[src/rtl/muldiv_sequencer_pkg.sv]
// Shared definitions for the HI/LO multiply/divide sequencer: op codes, FSM states,
// divide step count and small arithmetic helpers.
package muldiv_sequencer_pkg;

  typedef enum logic [1:0] {
    OP_MULTU = 2'b00,
    OP_MULT  = 2'b01,
    OP_DIVU  = 2'b10,
    OP_DIV   = 2'b11
  } mduOp_e;

  typedef enum logic [2:0] {
    ST_IDLE,
    ST_MUL,
    ST_DIV,
    ST_FIX,
    ST_DZ
  } mduState_e;

  localparam int DIV_STEPS = 32;

  function automatic logic [31:0] absVal(input logic [31:0] v);
    return v[31] ? -v : v;
  endfunction

  // Extending both operands to 64 bits makes the low 64 bits of the product exact for either signedness.
  function automatic logic [63:0] mulProduct(input logic [31:0] a, input logic [31:0] b,
                                             input logic isSigned);
    logic [63:0] aExt;
    logic [63:0] bExt;
    aExt = isSigned ? {{32{a[31]}}, a} : {32'b0, a};
    bExt = isSigned ? {{32{b[31]}}, b} : {32'b0, b};
    return aExt * bExt;
  endfunction

endpackage

[src/rtl/muldiv_sequencer_if.sv]
// Request/result bundle between control and the HI/LO sequencer.
interface muldiv_sequencer_if;
  logic        start;
  logic [1:0]  op;
  logic [31:0] a;
  logic [31:0] b;
  logic        mthi;
  logic        mtlo;
  logic [31:0] wdata;
  logic        busy;
  logic        done;
  logic        div_by_zero;
  logic [31:0] hi;
  logic [31:0] lo;

  modport master (output start, op, a, b, mthi, mtlo, wdata,
                  input  busy, done, div_by_zero, hi, lo);
  modport slave  (input  start, op, a, b, mthi, mtlo, wdata,
                  output busy, done, div_by_zero, hi, lo);
endinterface

[src/rtl/muldiv_sequencer_div_step_unit.sv]
// One combinational restoring-divide step on {remainder, quotient}, shifting MSB first.
module div_step_unit (
  input  logic [63:0] remQuo_i,
  input  logic [31:0] divisor_i,
  output logic [63:0] remQuo_o
);

  logic [32:0] shifted;
  logic        fits;
  logic [31:0] diff;

  assign shifted = {remQuo_i[63:32], remQuo_i[31]};
  assign fits    = shifted >= {1'b0, divisor_i};
  // When the trial subtract succeeds the result is below the divisor, so 32 bits suffice.
  assign diff    = shifted[31:0] - divisor_i;

  assign remQuo_o = fits ? {diff, remQuo_i[30:0], 1'b1}
                         : {shifted[31:0], remQuo_i[30:0], 1'b0};

endmodule

[src/rtl/muldiv_sequencer.sv]
// HI/LO unit: pipelined multiply, 32-step restoring divide, divide-by-zero shortcut and MTHI/MTLO writes.
module muldiv_sequencer
  import muldiv_sequencer_pkg::*;
#(
  parameter int MUL_LAT = 3
) (
  input logic               clk,
  input logic               rst,
  muldiv_sequencer_if.slave bus
);

  mduState_e   state_q, state_d;
  logic [5:0]  cnt_q, cnt_d;
  logic [63:0] remQuo_q, remQuo_d;
  logic [31:0] divisor_q, divisor_d;
  logic        negQuo_q, negQuo_d;
  logic        negRem_q, negRem_d;
  logic [31:0] hi_q, hi_d;
  logic [31:0] lo_q, lo_d;
  logic        done_q, done_d;
  logic        dbz_q, dbz_d;

  logic [63:0] prodPipe_q [MUL_LAT];
  logic [63:0] stepOut;
  logic        divSigned;

  assign divSigned = (bus.op == OP_DIV);

  div_step_unit u_step (
    .remQuo_i  (remQuo_q),
    .divisor_i (divisor_q),
    .remQuo_o  (stepOut)
  );

  // The product enters stage 0 on the accept edge and ripples down; only the accepted op's value is consumed.
  always_ff @(posedge clk) begin
    prodPipe_q[0] <= mulProduct(bus.a, bus.b, bus.op == OP_MULT);
    for (int i = 1; i < MUL_LAT; i++) prodPipe_q[i] <= prodPipe_q[i-1];
  end

  always_ff @(posedge clk) begin
    if (rst) begin
      state_q   <= ST_IDLE;
      cnt_q     <= '0;
      remQuo_q  <= '0;
      divisor_q <= '0;
      negQuo_q  <= 1'b0;
      negRem_q  <= 1'b0;
      hi_q      <= '0;
      lo_q      <= '0;
      done_q    <= 1'b0;
      dbz_q     <= 1'b0;
    end else begin
      state_q   <= state_d;
      cnt_q     <= cnt_d;
      remQuo_q  <= remQuo_d;
      divisor_q <= divisor_d;
      negQuo_q  <= negQuo_d;
      negRem_q  <= negRem_d;
      hi_q      <= hi_d;
      lo_q      <= lo_d;
      done_q    <= done_d;
      dbz_q     <= dbz_d;
    end
  end

  always_comb begin
    state_d   = state_q;
    cnt_d     = cnt_q;
    remQuo_d  = remQuo_q;
    divisor_d = divisor_q;
    negQuo_d  = negQuo_q;
    negRem_d  = negRem_q;
    hi_d      = hi_q;
    lo_d      = lo_q;
    done_d    = 1'b0;
    dbz_d     = dbz_q;
    case (state_q)
      ST_IDLE: begin
        if (bus.start) begin
          dbz_d = 1'b0;
          cnt_d = '0;
          if (!bus.op[1]) begin
            state_d = ST_MUL;
          end else if (bus.b == 32'd0) begin
            state_d  = ST_DZ;
            remQuo_d = {32'b0, bus.a};
          end else begin
            state_d   = ST_DIV;
            negQuo_d  = divSigned & (bus.a[31] ^ bus.b[31]);
            negRem_d  = divSigned & bus.a[31];
            remQuo_d  = {32'b0, divSigned ? absVal(bus.a) : bus.a};
            divisor_d = divSigned ? absVal(bus.b) : bus.b;
          end
        end else begin
          if (bus.mthi) hi_d = bus.wdata;
          if (bus.mtlo) lo_d = bus.wdata;
        end
      end
      ST_MUL: begin
        if (cnt_q == 6'(MUL_LAT - 1)) begin
          {hi_d, lo_d} = prodPipe_q[MUL_LAT-1];
          done_d       = 1'b1;
          state_d      = ST_IDLE;
        end else begin
          cnt_d = cnt_q + 6'd1;
        end
      end
      ST_DIV: begin
        remQuo_d = stepOut;
        cnt_d    = cnt_q + 6'd1;
        if (cnt_q == 6'(DIV_STEPS - 1)) state_d = ST_FIX;
      end
      ST_FIX: begin
        lo_d    = negQuo_q ? -remQuo_q[31:0] : remQuo_q[31:0];
        hi_d    = negRem_q ? -remQuo_q[63:32] : remQuo_q[63:32];
        done_d  = 1'b1;
        state_d = ST_IDLE;
      end
      ST_DZ: begin
        lo_d    = '1;
        hi_d    = remQuo_q[31:0];
        dbz_d   = 1'b1;
        done_d  = 1'b1;
        state_d = ST_IDLE;
      end
      default: state_d = ST_IDLE;
    endcase
  end

  assign bus.busy        = (state_q != ST_IDLE);
  assign bus.done        = done_q;
  assign bus.div_by_zero = dbz_q;
  assign bus.hi          = hi_q;
  assign bus.lo          = lo_q;

endmodule

[src/flat_wrapper.sv]
// flat-port wrapper written by rule: the top's interface ports become plain ports
module muldiv_sequencer_flat import muldiv_sequencer_pkg::*;
#(
  parameter int MUL_LAT = 3
)
  (clk, rst, bus_start, bus_op, bus_a, bus_b, bus_mthi, bus_mtlo, bus_wdata, bus_busy, bus_done, bus_div_by_zero, bus_hi, bus_lo);
  muldiv_sequencer_if bus_i ();
  input logic clk;
  input logic rst;
  input wire logic [$bits(bus_i.start)-1:0] bus_start;
  input wire logic [$bits(bus_i.op)-1:0] bus_op;
  input wire logic [$bits(bus_i.a)-1:0] bus_a;
  input wire logic [$bits(bus_i.b)-1:0] bus_b;
  input wire logic [$bits(bus_i.mthi)-1:0] bus_mthi;
  input wire logic [$bits(bus_i.mtlo)-1:0] bus_mtlo;
  input wire logic [$bits(bus_i.wdata)-1:0] bus_wdata;
  output wire logic [$bits(bus_i.busy)-1:0] bus_busy;
  output wire logic [$bits(bus_i.done)-1:0] bus_done;
  output wire logic [$bits(bus_i.div_by_zero)-1:0] bus_div_by_zero;
  output wire logic [$bits(bus_i.hi)-1:0] bus_hi;
  output wire logic [$bits(bus_i.lo)-1:0] bus_lo;
  assign bus_i.start = bus_start;
  assign bus_i.op = bus_op;
  assign bus_i.a = bus_a;
  assign bus_i.b = bus_b;
  assign bus_i.mthi = bus_mthi;
  assign bus_i.mtlo = bus_mtlo;
  assign bus_i.wdata = bus_wdata;
  assign bus_busy = bus_i.busy;
  assign bus_done = bus_i.done;
  assign bus_div_by_zero = bus_i.div_by_zero;
  assign bus_hi = bus_i.hi;
  assign bus_lo = bus_i.lo;
  muldiv_sequencer #(.MUL_LAT(MUL_LAT)) u_core (.clk(clk), .rst(rst), .bus(bus_i));
endmodule
[config.mk]
export PLATFORM = sky130hd
export DESIGN_NAME = muldiv_sequencer_flat
export DESIGN_NICKNAME = d
export VERILOG_FILES = /design/src/rtl/muldiv_sequencer_pkg.sv /design/src/rtl/muldiv_sequencer_if.sv /design/src/rtl/muldiv_sequencer_div_step_unit.sv /design/src/rtl/muldiv_sequencer.sv /design/src/flat_wrapper.sv
export SDC_FILE = /design/constraint.sdc
export NUM_CORES = 2
export LEC_CHECK = 0
export CAP_MARGIN = 10
export CORE_ASPECT_RATIO = 0.7
export CORE_MARGIN = 2
export CORE_UTILIZATION = 30
export DETAILED_ROUTE_END_ITERATION = 8
export GPL_TIMING_DRIVEN = 0
export PLACE_DENSITY_LB_ADDON = 0.1
export SKIP_LAST_GASP = 1
export SYNTH_ARGS = -nofsm -noshare
export SYNTH_HDL_FRONTEND = slang
export SYNTH_SLANG_ARGS = --single-unit
[constraint.sdc]
create_clock -name clk -period 21.9 [get_ports clk]
set_input_delay 4.38 -clock clk [delete_from_list [all_inputs] [get_ports clk]]
set_output_delay 4.38 -clock clk [all_outputs]
set_load 0.02 [all_outputs]
### Word level (Yosys, flattened, before mapping)

Memories as Yosys holds them, arrays and structs flattened.
Index checks and enable logic that the tools add are counted.

| operators by class | value |
|---|---|
| $add $sub $neg | 6 |
| multipliers | 1 |
| $lt $le $gt $ge | 1 |
| equal/unequal tests | 16 |
| multiplexer cells | 34 |
| bitwise logic cells | 4 |
| reductions and logical operators | 15 |

Operators with widths:

| cell | number |
|---|---|
| $mux 32 | 13 |
| $mux 64 | 5 |
| $pmux 32 s4 | 2 |
| $neg 32->32 | 4 |
| $pmux 64 s2 | 1 |
| $mul 64x64->64 | 1 |
| $ge 33x32->1 | 1 |
| $logic_not 32->1 | 1 |
| $sub 32x32->32 | 1 |
| $pmux 6 s3 | 1 |
| $mux 3 | 5 |
| $mux 6 | 2 |
| $ne 2x2->1 const B | 6 |
| $reduce_and 4->1 | 3 |
| $pmux 3 s3 | 1 |
| $reduce_and 3->1 | 3 |
| $add 6x1->6 const B | 1 |
| $eq 3x2->1 const B | 2 |
| $eq 6x2->1 const B | 1 |
| $eq 6x5->1 const B | 1 |
| $reduce_bool 3->1 | 2 |
| $ne 2x1->1 const B | 2 |
| $pmux 1 s2 | 2 |
| $reduce_bool 2->1 | 2 |
| other kinds (12) | 14 |

| word-level totals | value |
|---|---|
| flip-flop bits (word level) | 173 |
| bits in writable memories | 192 |
| output and inout bits | 67 |
| memories | 1 |

Memory list:

| name | depth | bits a word | rd ports | clocked after Yosys merged registers in | write ports | line | RTL |
|---|---|---|---|---|---|---|---|
| u_core.prodPipe_q | 3 | 64 | 3 | 0 | 3 | muldiv_sequencer.sv:23 | `logic [63:0] prodPipe_q [MUL_LAT];` |

### Depth between registers and ports, before layout

| depth | value |
|---|---|
| depth in word-level cells | 7 |
| mapped depth | 36 |
| gate-level depth less buffers | 34 |

### By module

A second synthesis with hierarchy kept.

| unflattened totals | value |
|---|---|
| cell total of the unflattened synthesis | 7,044 |
| area, all modules | 64,595.7 um2 |

By module, submodules not included:

| module | times used | cells each | area each (um2) |
|---|---|---|---|
| muldiv_sequencer | 1 | 6,689 | 62,024.5 |
| div_step_unit | 1 | 355 | 2,571.2 |

### Worst setup path before layout

OpenSTA, ideal clock, no wires.

| timing path | value |
|---|---|
| kind | input port to flip-flop |
| from | input port bus_op[0] |
| to | memory u_core.prodPipe_q[0][57] |
| setup time | 0.064 ns |
| arrival time | 12.961 ns |
| required time | 21.836 ns |
| slack | 8.875 ns |
| stages on the path | 31 |
| buffers on the path | 3 |
| cell sequence | nor2b_1 > and2_1 > clkbuf_1 > clkbuf_1 > nand2_1 > fa_1 > inv_1 > fa_1 > fa_1 > fa_1 > fa_1 > inv_1 > fa_1 > inv_1 > fa_1 > fa_1 > fa_1 > inv_1 > fa_1 > inv_1 > ha_1 > clkbuf_1 > a21oi_1 > o21ai_0 > or3_1 > or4_1 > o21ai_1 > or4_1 > a31oi_1 > or4_1 > nand4_1 |

RTL lines:

| element | line | RTL |
|---|---|---|
| start: declaration | flat_wrapper.sv:11 | `input wire logic [$bits(bus_i.op)-1:0] bus_op;` |
| end: declaration | muldiv_sequencer.sv:23 |  |

==> results.ini <==
[run_status]
status=finished, final reports clean

[synth]
ys_seq_elements=365
yosys_warnings=0
synth_top_area_share_pct=44.4
async_flop_share_pct=0
synth_common_cells=1,552 x inv_1, 1,419 x fa_1, 775 x nand2_1
yosysMostFrequentCell=inv_1
synth_flop_cell=dfxtp_1
syn-num-nets=8871
netlist_area_mm2=0.0639
synthDistinctLibCells=80
synth_area_leader_cell=fa_1
syn-instance-count=6997
synth_area_leaders=fa_1 44%, dfxtp_1 11%, inv_1 9.1%, ha_1 6.9%, and2_1 5.0%
synth-edff-count=0
syn_avg_cell_area_um2=9.14
seq_area_frac_synth_pct=11.4

[setup_path]
r2r_cells=11
slowest_delay_ns=1.03
r2r-start=u_core.remQuo_q[32]
critPathBufInv=11
critPathSlowestCell=clkdlybuf4s50_1
crit_path_end_kind=flip-flop
critPathKind=primary input to flip-flop
crit_path_start_kind=primary input
crit_family=adder cells
r2r-end=u_core.remQuo_q[32]
crit_top_cell=fa_1
regToRegSetupSlack_ns=17.21
worstPathRequired_ns=22.38
crit_arrival_ns=17.85
path_max_fanout=10

[sta]
fmax_ghz=0.0576
setup_viol=0
rsz0062_at_grt=false
fin_crit_sh_pct=79.3
finalMaxSlewViolations=0
fin_tns_setup_ns=0
tightest_slew_ns=1.37
fin_crit_ns=17.36
setup_slack_ns=4.54
finClkSkew_ns=0.0387
relSlewSlack_pct=8.76
timing_hold_violations_final=0

[clock_network]
cts_max_level=2
clk_pin_slew_worst_paths_ns=0.07
cts_sinks=365
post-cts-setup-buffers=0
clk_path_buf_depth=3
cts_tree=yes
clkLatencyLatePin_ns=0.59
cts_resized=0
root_buffer=clkbuf_16
numCtsBuffers=35
holdBufCountCts=0

[worst_hold_path]
hp-start=u_core.prodPipe_q[0][78]
hold_class=flip-flop to flip-flop
hold_end=u_core.prodPipe_q[0][142]
whs_path_depth=0

[die]
rows=141
core_area_mm2=0.211
design.die.area_mm2=0.217
die_w_um=556
ioPinCount=170
fp.dieH_um=390
start_util_pct=30.2

[placement]
dpl_worst_slack_ns=4.05
portBuffers=123
routabilityCongestion=0.966
dp_hpwl_um=250000

[final_layout]
area_growth_pct=10.0
n_fill_cell=22400
multi_input_area_mm2=0.0492
drive_above_1_share_pct=2.10
nets=9054
regArea_mm2=0.00731

[detailed_routing]
drcViolationCount=0
via_per_inst=5.00
wl_per_cell_um=28.4
first_pass_iters=6
ant_nets=0
dr_total_vias=50100
wl_um=284000
first_iter_violations=4963

[global_routing]
grt_pass1_wl_um=404000
grt_pass1_vias=52700
grt_max_degree=20
overflow=0
track_usage_pct=26.6
antenna_found_initial=60

[job]
max_cap_viol_count=0

[worst max path at each step]
stage | startpoint | endpoint | slack, ns | cells after the start
after floorplan | bus_op[0] | u_core.prodPipe_q[0][57] | 8.88 | 31
after global placement | bus_op[1] | u_core.prodPipe_q[0][58] | 3.41 | 33
after detailed placement | bus_a[31] | u_core.prodPipe_q[0][58] | 4.05 | 32
after CTS | bus_a[31] | u_core.prodPipe_q[0][58] | 4.62 | 32
after global routing | bus_a[31] | u_core.prodPipe_q[0][58] | 4.00 | 32
final | bus_a[31] | u_core.prodPipe_q[0][58] | 4.54 | 32
[area by class of cell]
type                            count  share of cell area (%)
Inverter                         1553                    8.29
Buffer                            409                    2.26
Antenna cell                       23                  0.0818
Clock inverter                     23                   0.358
Clock buffer                       41                    1.36
Tap cell                         2788                    4.96
Sequential cell                   365                    10.4
Timing Repair Buffer              146                    2.30
Multi-Input combinational cell   4670                    70.0
[stage by stage]
stage	area (um^2)	utilization [%]	hold WS (ns)	std cells
5_1_grt	70300	33.2	0.293	9996
6_report	70300	33.3	0.293	10000
3_3_place_gp	68700	32.5	0.310	9908
4_1_cts	70100	33.2	0.290	9986
3_5_place_dp	68900	32.6	0.312	9922
2_1_floorplan	63900	-	0.310	6997
[layer usage]
| layer | part of all wire (%) | up-vias | GRT usage (%) | wire [um] |
|---|---|---|---|---|
| met4 | 1.6 | 2 | 3.71 | 4650 |
| met5 | 0.0042 | - | 0 | 12 |
| met2 | 42 | 1857 | 39.1 | 119000 |
| li1 | - | 21500 | - | - |
| met3 | 8.3 | 199 | 4.90 | 23700 |
| met1 | 48 | 26600 | 40.8 | 137000 |
[state kept, by name (all words and copies together), names as in the netlist]
name,count
u_core.bus.done,1
u_core.bus.div_by_zero,1
u_core.cnt_q,6
u_core.remQuo_q,64
u_core.divisor_q,32
u_core.state_q,3
u_core.negRem_q,1
u_core.bus.lo,32
u_core.bus.hi,32
u_core.prodPipe_q,192
u_core.negQuo_q,1
[cells in the final DEF (no fill, tap or decap), types with 16 or more instances in the layout]
master	n
a221oi_1	32
clkbuf_16	35
or3_1	16
dfxtp_1	365
nor3_1	58
and3_1	31
a31oi_1	41
nand3_1	35
diode_2	23
ha_1	352
and2_1	516
nor2b_1	17
nand2_1	774
a211oi_1	64
clkdlybuf4s50_1	123
o21bai_1	21
or4_1	21
o21ai_0	181
xor2_1	84
fa_1	1419
a21o_1	50
xnor2_1	178
o211ai_1	21
nand4_1	19
clkbuf_1	355
o31ai_1	32
buf_1	29
a21oi_1	254
a221o_1	25
nor2_1	253
inv_1	1552
o41ai_1	17
[kinds of logic (layout without fill, tap and decap cells)]
group,count (synthesis),in the layout,share of synthesized area [%]
adders and majority gates,1772,1772,51.3
DFF,365,365,11.4
buffers and inverters,1962,2172,11.6
muxes,11,11,0.172
xor gates and xnor gates,262,262,3.59
and+or+nand+nor,1807,1807,13.7
other,0,23,0
AOI/OAI and AO/OA,818,818,8.17
Power is not shown: default switching activity piles up to over one toggle a cycle in this logic, so the estimate is an artifact.
